File: src/rtl/sym_pattern_gen_if.sv
// rtl/sym_pattern_gen_if.sv - output word stream of the symmetry pattern generator
//
// Ports (master = generator, slave = consumer):
//   out_valid  master->slave  word, mismatch count and sym flag are valid
//   out_ready  slave->master  consumer accepts the word on a valid&ready edge
//   out_word   master->slave  generated WIDTH-bit word
//   out_mm     master->slave  mirrored-pair mismatch count of out_word
//   out_sym    master->slave  1 when out_mm == 0
interface sym_pattern_gen_if #(
  parameter int WIDTH = 8
);
  localparam int MMW = $clog2(WIDTH / 2) + 1;

  logic             out_valid;
  logic             out_ready;
  logic [WIDTH-1:0] out_word;
  logic [MMW-1:0]   out_mm;
  logic             out_sym;

  modport master (
    output out_valid,
    output out_word,
    output out_mm,
    output out_sym,
    input  out_ready
  );

  modport slave (
    input  out_valid,
    input  out_word,
    input  out_mm,
    input  out_sym,
    output out_ready
  );
endinterface

File: src/rtl/sym_pattern_gen.sv
// rtl/sym_pattern_gen.sv - stimulus source of words with a requested mirrored-pair mismatch count
//
// Ports:
//   clk        clock, all state changes on the rising edge
//   rst        synchronous reset, active-high
//   start      begin a run; only looked at while idle
//   target_mm  requested mismatched pairs, clamped to WIDTH/2
//   count      number of words in the run (0 gives an empty run)
//   pat        output word stream (sym_pattern_gen_if master)
//   busy       high while words are being emitted
//   done       one-cycle pulse at the end of a run
module sym_pattern_gen #(
  parameter int          WIDTH = 8,
  parameter logic [15:0] SEED  = 16'hACE1
) (
  input  logic                         clk,
  input  logic                         rst,
  input  logic                         start,
  input  logic [$clog2(WIDTH/2):0]     target_mm,
  input  logic [7:0]                   count,
  sym_pattern_gen_if.master            pat,
  output logic                         busy,
  output logic                         done
);

  localparam int H   = WIDTH / 2;
  localparam int RW  = $clog2(H);
  localparam int MMW = RW + 1;

  // An all-zero LFSR would lock up, so a zero seed is nudged to 1.
  localparam logic [15:0] SEED_EFF = (SEED == 16'h0000) ? 16'h0001 : SEED;

  typedef enum logic [1:0] {
    IDLE = 2'd0,
    SEND = 2'd1,
    DONE = 2'd2
  } state_t;

  state_t           state;
  logic [15:0]      lfsr;
  logic [MMW-1:0]   tm_q;
  logic [7:0]       remaining;

  logic [MMW-1:0]   tm_in;
  logic [MMW-1:0]   tm_sel;
  logic             lfsr_fb;
  logic [15:0]      lfsr_nx;
  logic [H-1:0]     therm;
  logic [RW-1:0]    rot;
  logic [2*H-1:0]   therm_dbl;
  logic [H-1:0]     mask;
  logic [H-1:0]     low;
  logic [WIDTH-1:0] word_nx;

  // Requested count clamped to the number of mirrored pairs. The first word of
  // a run is built on the start edge, before tm_q holds the latched value.
  always_comb begin
    tm_in  = (target_mm > MMW'(H)) ? MMW'(H) : target_mm;
    tm_sel = (state == IDLE) ? tm_in : tm_q;
  end

  // Fibonacci LFSR, taps 16,14,13,11, shifting toward bit 0.
  always_comb begin
    lfsr_fb = lfsr[0] ^ lfsr[2] ^ lfsr[3] ^ lfsr[5];
    lfsr_nx = {lfsr_fb, lfsr[15:1]};
  end

  // Word builder: the low half comes straight from the LFSR, the high half is
  // its mirror with exactly tm_sel pairs flipped. The flip mask is a
  // thermometer code rotated by an LFSR-chosen amount; rot is RW bits wide and
  // H = 2**RW, so the rotation amount is already reduced mod H.
  always_comb begin
    therm = '0;
    for (int i = 0; i < H; i++) begin
      therm[i] = (MMW'(i) < tm_sel);
    end
    rot       = lfsr[H+RW-1:H];
    therm_dbl = {therm, therm} << rot;
    mask      = therm_dbl[2*H-1:H];
    low       = lfsr[H-1:0];
    word_nx   = '0;
    for (int i = 0; i < H; i++) begin
      word_nx[i]           = low[i];
      word_nx[WIDTH-1-i]   = low[i] ^ mask[i];
    end
  end

  always_ff @(posedge clk) begin
    if (rst) begin
      state         <= IDLE;
      lfsr          <= SEED_EFF;
      tm_q          <= '0;
      remaining     <= 8'd0;
      pat.out_valid <= 1'b0;
      pat.out_word  <= '0;
      pat.out_mm    <= '0;
      pat.out_sym   <= 1'b0;
      busy          <= 1'b0;
      done          <= 1'b0;
    end else begin
      case (state)
        IDLE: begin
          done <= 1'b0;
          busy <= 1'b0;
          if (start) begin
            tm_q <= tm_in;
            if (count == 8'd0) begin
              state <= DONE;
              done  <= 1'b1;
            end else begin
              state         <= SEND;
              busy          <= 1'b1;
              remaining     <= count;
              pat.out_valid <= 1'b1;
              pat.out_word  <= word_nx;
              pat.out_mm    <= tm_sel;
              pat.out_sym   <= (tm_sel == '0);
              lfsr          <= lfsr_nx;
            end
          end
        end

        SEND: begin
          // out_valid is always high here; hold the word until accepted.
          if (pat.out_ready) begin
            if (remaining > 8'd1) begin
              remaining    <= remaining - 8'd1;
              pat.out_word <= word_nx;
              pat.out_mm   <= tm_sel;
              pat.out_sym  <= (tm_sel == '0);
              lfsr         <= lfsr_nx;
            end else begin
              state         <= DONE;
              pat.out_valid <= 1'b0;
              busy          <= 1'b0;
              done          <= 1'b1;
            end
          end
        end

        DONE: begin
          done  <= 1'b0;
          state <= IDLE;
        end

        default: begin
          state         <= IDLE;
          pat.out_valid <= 1'b0;
          busy          <= 1'b0;
          done          <= 1'b0;
        end
      endcase
    end
  end

endmodule

File: src/flat_wrapper.sv
// flat-port wrapper written by rule: the top's interface ports become plain ports
module sym_pattern_gen_flat 
#(
  parameter int          WIDTH = 8,
  parameter logic [15:0] SEED  = 16'hACE1
)
  (clk, rst, start, target_mm, count, busy, done, pat_out_valid, pat_out_word, pat_out_mm, pat_out_sym, pat_out_ready);
  sym_pattern_gen_if #(.WIDTH(WIDTH)) pat_i ();
  input  logic clk;
  input  logic rst;
  input  logic start;
  input  logic [$clog2(WIDTH/2):0] target_mm;
  input  logic [7:0] count;
  output logic busy;
  output logic done;
  output wire logic [$bits(pat_i.out_valid)-1:0] pat_out_valid;
  output wire logic [$bits(pat_i.out_word)-1:0] pat_out_word;
  output wire logic [$bits(pat_i.out_mm)-1:0] pat_out_mm;
  output wire logic [$bits(pat_i.out_sym)-1:0] pat_out_sym;
  input wire logic [$bits(pat_i.out_ready)-1:0] pat_out_ready;
  assign pat_out_valid = pat_i.out_valid;
  assign pat_out_word = pat_i.out_word;
  assign pat_out_mm = pat_i.out_mm;
  assign pat_out_sym = pat_i.out_sym;
  assign pat_i.out_ready = pat_out_ready;
  sym_pattern_gen #(.WIDTH(WIDTH), .SEED(SEED)) u_core (.clk(clk), .rst(rst), .start(start), .target_mm(target_mm), .count(count), .pat(pat_i), .busy(busy), .done(done));
endmodule
File: config.mk
export PLATFORM = sky130hd
export DESIGN_NAME = sym_pattern_gen_flat
export DESIGN_NICKNAME = d
export VERILOG_FILES = /design/src/rtl/sym_pattern_gen_if.sv /design/src/rtl/sym_pattern_gen.sv /design/src/flat_wrapper.sv
export SDC_FILE = /design/constraint.sdc
export NUM_CORES = 1
export LEC_CHECK = 0
export CORE_MARGIN = 10
export CORE_UTILIZATION = 48
export DETAILED_ROUTE_END_ITERATION = 12
export PLACE_DENSITY = 0.82
export SYNTH_ARGS = -nofsm -noshare
export SYNTH_HDL_FRONTEND = slang
export SYNTH_SLANG_ARGS = --single-unit
File: constraint.sdc
create_clock -name clk -period 2.1 [get_ports clk]
set_input_delay 0.63 -clock clk [delete_from_list [all_inputs] [get_ports clk]]
set_output_delay 0.63 -clock clk [all_outputs]
set_load 0.02 [all_outputs]
---- After elaboration in Yosys (flattened, before gate mapping) ----
Cells that the tools add are included.
cells by class
  bitwise logic cells ..................... 8
  shift-type cells ........................ 1
  reductions and logical operators ........ 10
  $lt $le $gt $ge ......................... 6
  equality and inequality tests ........... 7
  mux-type cells .......................... 45
  add/sub/neg operators ................... 1
operator list
  kind                 count
  $mux 16              4
  $mux 8               8
  $pmux 16 s2          1
  $pmux 8 s2           2
  $mux 3               6
  $mux 1               14
  $reduce_and 5->1     2
  $gt 8x1->1 const B   1
  $logic_not 8->1      1
  $mux 2               4
  $ne 2x2->1 const B   4
  $shl 8x2->8          1
  $sub 8x1->8 const B  1
  $xor 1x1->1          7
  $lt 1x3->1 const A   2
  $lt 2x3->1 const A   2
  $pmux 1 s3           2
  $pmux 3 s2           1
  $reduce_and 3->1     2
  $pmux 1 s2           2
  $pmux 2 s2           1
  $reduce_and 2->1     2
  $gt 3x3->1 const B   1
  $logic_not 3->1      1
  6 further kinds      6
word-level totals
  output and inout port bits .............. 15
  logic and storage cells ................. 88
  input bits .............................. 15
  register bits ........................... 44

---- Longest topological paths before layout ----
Gate-level depths: netlist of the first run.
  depth in word-level cells ............... 9
  gate-level depth with buffers ........... 9
  gate-level depth less buffers ........... 7

---- Least setup slack after synthesis of the first run ----
OpenSTA, ideal clock, no wires.
  kind .................................... input to register
  start point ............................. input start
  end point ............................... register u_core.pat.out_mm[1]
  data arrival time ....................... 2.021 ns
  stages .................................. 7
  buffers on the path ..................... 2
  slack ................................... -0.009 ns
  setup time .............................. 0.088 ns
  required time ........................... 2.012 ns
  cells stage by stage .................... or3b_2 -> a21oi_2 -> or2_1 -> buf_6 -> buf_6 -> nor2_1 -> a311oi_2
on the way
  longest elaborated chain between the ends .. 2
ends and longest elaborated chain
  item                        line                      RTL
  from (decl)                 flat_wrapper.sv:11        input logic start;
  $ne 2x2->1 (no line)        n/a
  $reduce_and 5->1 (no line)  n/a
  to (signal assigned)        sym_pattern_gen.sv:116    pat.out_mm <= tm_sel;
  to (signal assigned)        sym_pattern_gen.sv:129    pat.out_mm <= tm_sel;
  to (decl)                   sym_pattern_gen_if.sv:23  output out_mm,
No other way between the ends.
A chain may end at the register's enable or synchronous reset.

---- Worst setup path after layout of the first run ----
  start point ............................. input count[1]
  end point ............................... register u_core.pat.out_word[6]
on the way
  longest elaborated chain between the ends .. 3
ends and longest elaborated chain
  item                        line                      RTL
  from (decl)                 flat_wrapper.sv:13        input logic [7:0] count;
  $logic_not 8->1             sym_pattern_gen.sv:107    if (count == 8'd0) begin
  $ne 2x2->1 (no line)        n/a
  $reduce_and 5->1 (no line)  n/a
  to (signal assigned)        sym_pattern_gen.sv:115    pat.out_word <= word_nx;
  to (signal assigned)        sym_pattern_gen.sv:128    pat.out_word <= word_nx;
  to (decl)                   sym_pattern_gen_if.sv:22  output out_word,
No other way between the ends.

==> results of run 1 <==
[worst min-delay path by stage]
stage | endpoint | slack (ps)
2_1_floorplan | u_core.lfsr[12] | 430
3_3_place_gp | u_core.lfsr[9] | 440
3_5_place_dp | u_core.pat.out_sym | 440
4_1_cts | u_core.pat.out_sym | 450
5_1_grt | u_core.lfsr[8] | 480
6_report | u_core.pat.out_sym | 450
[area by class of cell]
class | instances | share of cell area, %
Multi-Input combinational cell | 193 | 41.2
Timing Repair Buffer | 64 | 21.6
Inverter | 7 | 0.939
Sequential cell | 42 | 30.0
Clock buffer | 6 | 2.95
Tap cell | 50 | 2.24
Clock inverter | 1 | 1.07
[state kept, by name, summed over array words and instances (netlist names)]
name and flops:
u_core.busy 1, u_core.remaining 8, u_core.pat.out_mm 3, u_core.tm_q 3
u_core.pat.out_word 6, u_core.pat.out_sym 1, u_core.state 2, u_core.pat.out_valid 1
u_core.lfsr 16, u_core.done 1
[power groups by stage]
stage | clock network (mW) | registers, mW | logic [mW]
floorplan | 0 | 1.01 | 0.481
global placement | 0 | 0.993 | 0.740
detailed placement | 0 | 0.995 | 0.757
CTS | 0.657 | 0.981 | 0.799
global route | 0.690 | 1.00 | 0.925
finish | 0.646 | 0.985 | 0.845
[worst max-delay path, stage by stage]
cell and delay, ps:
clkdlybuf4s50_1 500, nor4_2 50, buf_4 150, a21oi_4 220
nor2_4 80, buf_12 130, a2111o_1 370, o2111a_1 130
[cell families after synthesis]
kind of cell	Yosys count	synth area share (%)
buffers and inverters	26	6.96
DFF	42	40.7
xor gates and xnor gates	3	1.27
muxes	3	1.51
adders and majority gates	2	1.21
AOI/OAI and AO/OA	68	22.4
and+or+nand+nor	117	26.0
[per-stage QoR]
stage,total power [mW],TNS (ps)
floorplan,1.49,0
finish,2.48,0
global placement,1.73,-12000
global route,2.62,-15.6
detailed placement,1.75,-13310
CTS,2.44,0
[layer usage]
layer | routed length (um) | share of wire (%)
met4 | 68 | 1.3
met2 | 2580 | 48
met3 | 353 | 6.5
met1 | 2410 | 45
met5 | 0 | 0
[cell usage after synthesis, types with 3 or more instances]
cell,n
nand2_1,54
dfxtp_1,42
a21oi_1,28
nor2_1,25
o21ai_0,13
clkbuf_1,9
nand3_1,9
inv_1,6
nor4_1,6
buf_4,4
buf_6,4
a31oi_1,3
nor2b_1,3
o211ai_1,3
or2_2,3
or3_1,3
xnor2_1,3
[timing repair]
| action | 4_1_cts | 5_1_grt |
|---|---|---|
| pin swaps | 4 | 9 |
| hold buffers | 0 | 0 |
| resized for setup | 14 | 19 |
| gates cloned | 0 | 0 |
| setup endpoints to repair | 28 | 31 |
| setup buffers | 1 | 2 |
==> results.toml, run 1 <==
[outcome]
status = "finished clean"

[drt]
detail_route.iter0.violations = 181
vias = 2043
postRouteAntennaNets = 0
dr.pass1.iters = 4
wl_per_cell_um = 14.9
wirelength_mm = 5.41
viasPerCell = 5.63
drc = 0

[sta]
fin_ws_ps = 39.2
fmax_mhz = 485
finalCritPeriodShare_pct = 98.1
min_period_ps = 2060
hold_viol_final = 0
setup_viol = 0
maxSlewViolCount = 0
relSlewSlack_pct = 62.5
fin_worst_skew_ps = 3.38
rsz0062_at_grt = "true"
whs_ps = 451
worst_pin_slew_ps = 563

[die]
rows = 23
start_util_pct = 50.6
dieHeight_um = 85.6
core-area_um2 = 4090
dieArea_um2 = 7330
die_w_um = 85.6
pin_count = 30

[cts]
numCtsBuffers = 5
cts_root_buf = "clkbuf_8"
clk_path_buf_depth = 2
cts.sinks = 42
cts_tree = "done"
clk_latency_ps = 290
h-tree-depth = 2
clk_pin_slew_ps = 70

[worst_setup_path]
reg2reg_slack_ps = 70
cp-start-kind = "input pin"
r2r-end = "u_core.pat.out_word[5]"
crit_type = "input pin to flip-flop"
critPathMaxFanout = 4
r2r-start = "u_core.remaining[4]"
arrival_ps = 2250
endpoint = "u_core.pat.out_word[6]"
worstRegToRegCells = 6
cp-end-kind = "flip-flop"
required_ps = 2280
crit_start = "count[1]"

[layout]
diodes = 0
final_area_um2 = 2800
multi_input_area_um2 = 1150
seqCellArea_um2 = 841
final_common_cell = "nand2_1"
mostFrequentLayoutCells = "54 x nand2_1, 42 x dfxtp_1, 31 x buf_4, 26 x a21oi_1, 24 x nor2_1"
post-route-util_pct = 68.5
nets = 330
fill_cells = 316
syn_to_final_growth_pct = 35.3
instances_no_fill = 363
drive_above_1_share_pct = 21.1

[synthesis]
synth_seq_cells = 42
yosys_warnings = 0
syn_inst = 261
synth_cell_type_count = 51
yosysTopAreaCell = "dfxtp_1"
ys.flop_type = "dfxtp_1"
syn_area_um2 = 2070
async_flop_share_pct = 0
synth_edf_count = 0
synthTopCellsByArea = "dfxtp_1 41%, nand2_1 9.8%, a21oi_1 6.8%, nor2_1 4.5%, o21ai_0 3.1%"
ys_seq_area_share_pct = 40.7
syn-num-nets = 278
synth_top_area_share_pct = 40.7
avgSynthCellArea_um2 = 7.92

[power_and_ir_drop]
p_switching_mw = 0.787
p_sw_share_pct = 31.8
powerDensity_nw_per_um2 = 885
power_frac_seq_pct = 39.8
peakVddDrop_mv = 0.586
p_leak_nw = 1.19
combPwrFrac_pct = 34.1
p_int_mw = 1.69
p_clk_share_pct = 26.1

[worst_hold_path]
hold_path.class = "flip-flop to flip-flop"
min-delay-start = "u_core.pat.out_sym"
hold_depth = 2

[placed_design]
placed_cells = 353
port_buffers = 29
place.gp.congestion = 0.902
place_hpwl_mm = 3.72
place_area_um2 = 2550
dpl_worst_slack_ps = -532

[global_route]
grt_pass1_wl_mm = 9.24
overflow = 0
gr-usage-met2_pct = 24.7
gr-max-usage-layer = "met2"
met3_usage_pct = 4.07
met1_usage_pct = 17.7
grt_use_total_pct = 14.8
antenna_found_initial = 0
grt_pass1_vias = 1978
grt_max_degree = 18

[flow_run]
maxCapViolCount = 0
Power figures use the tool's default switching activity.
==> run 2, diff against run 1 <==
CTS_CLUSTER_DIAMETER = 30   (was not set)
==> results of run 2 <==
The final DEF is identical to that of run 1; final timing and power are the same.
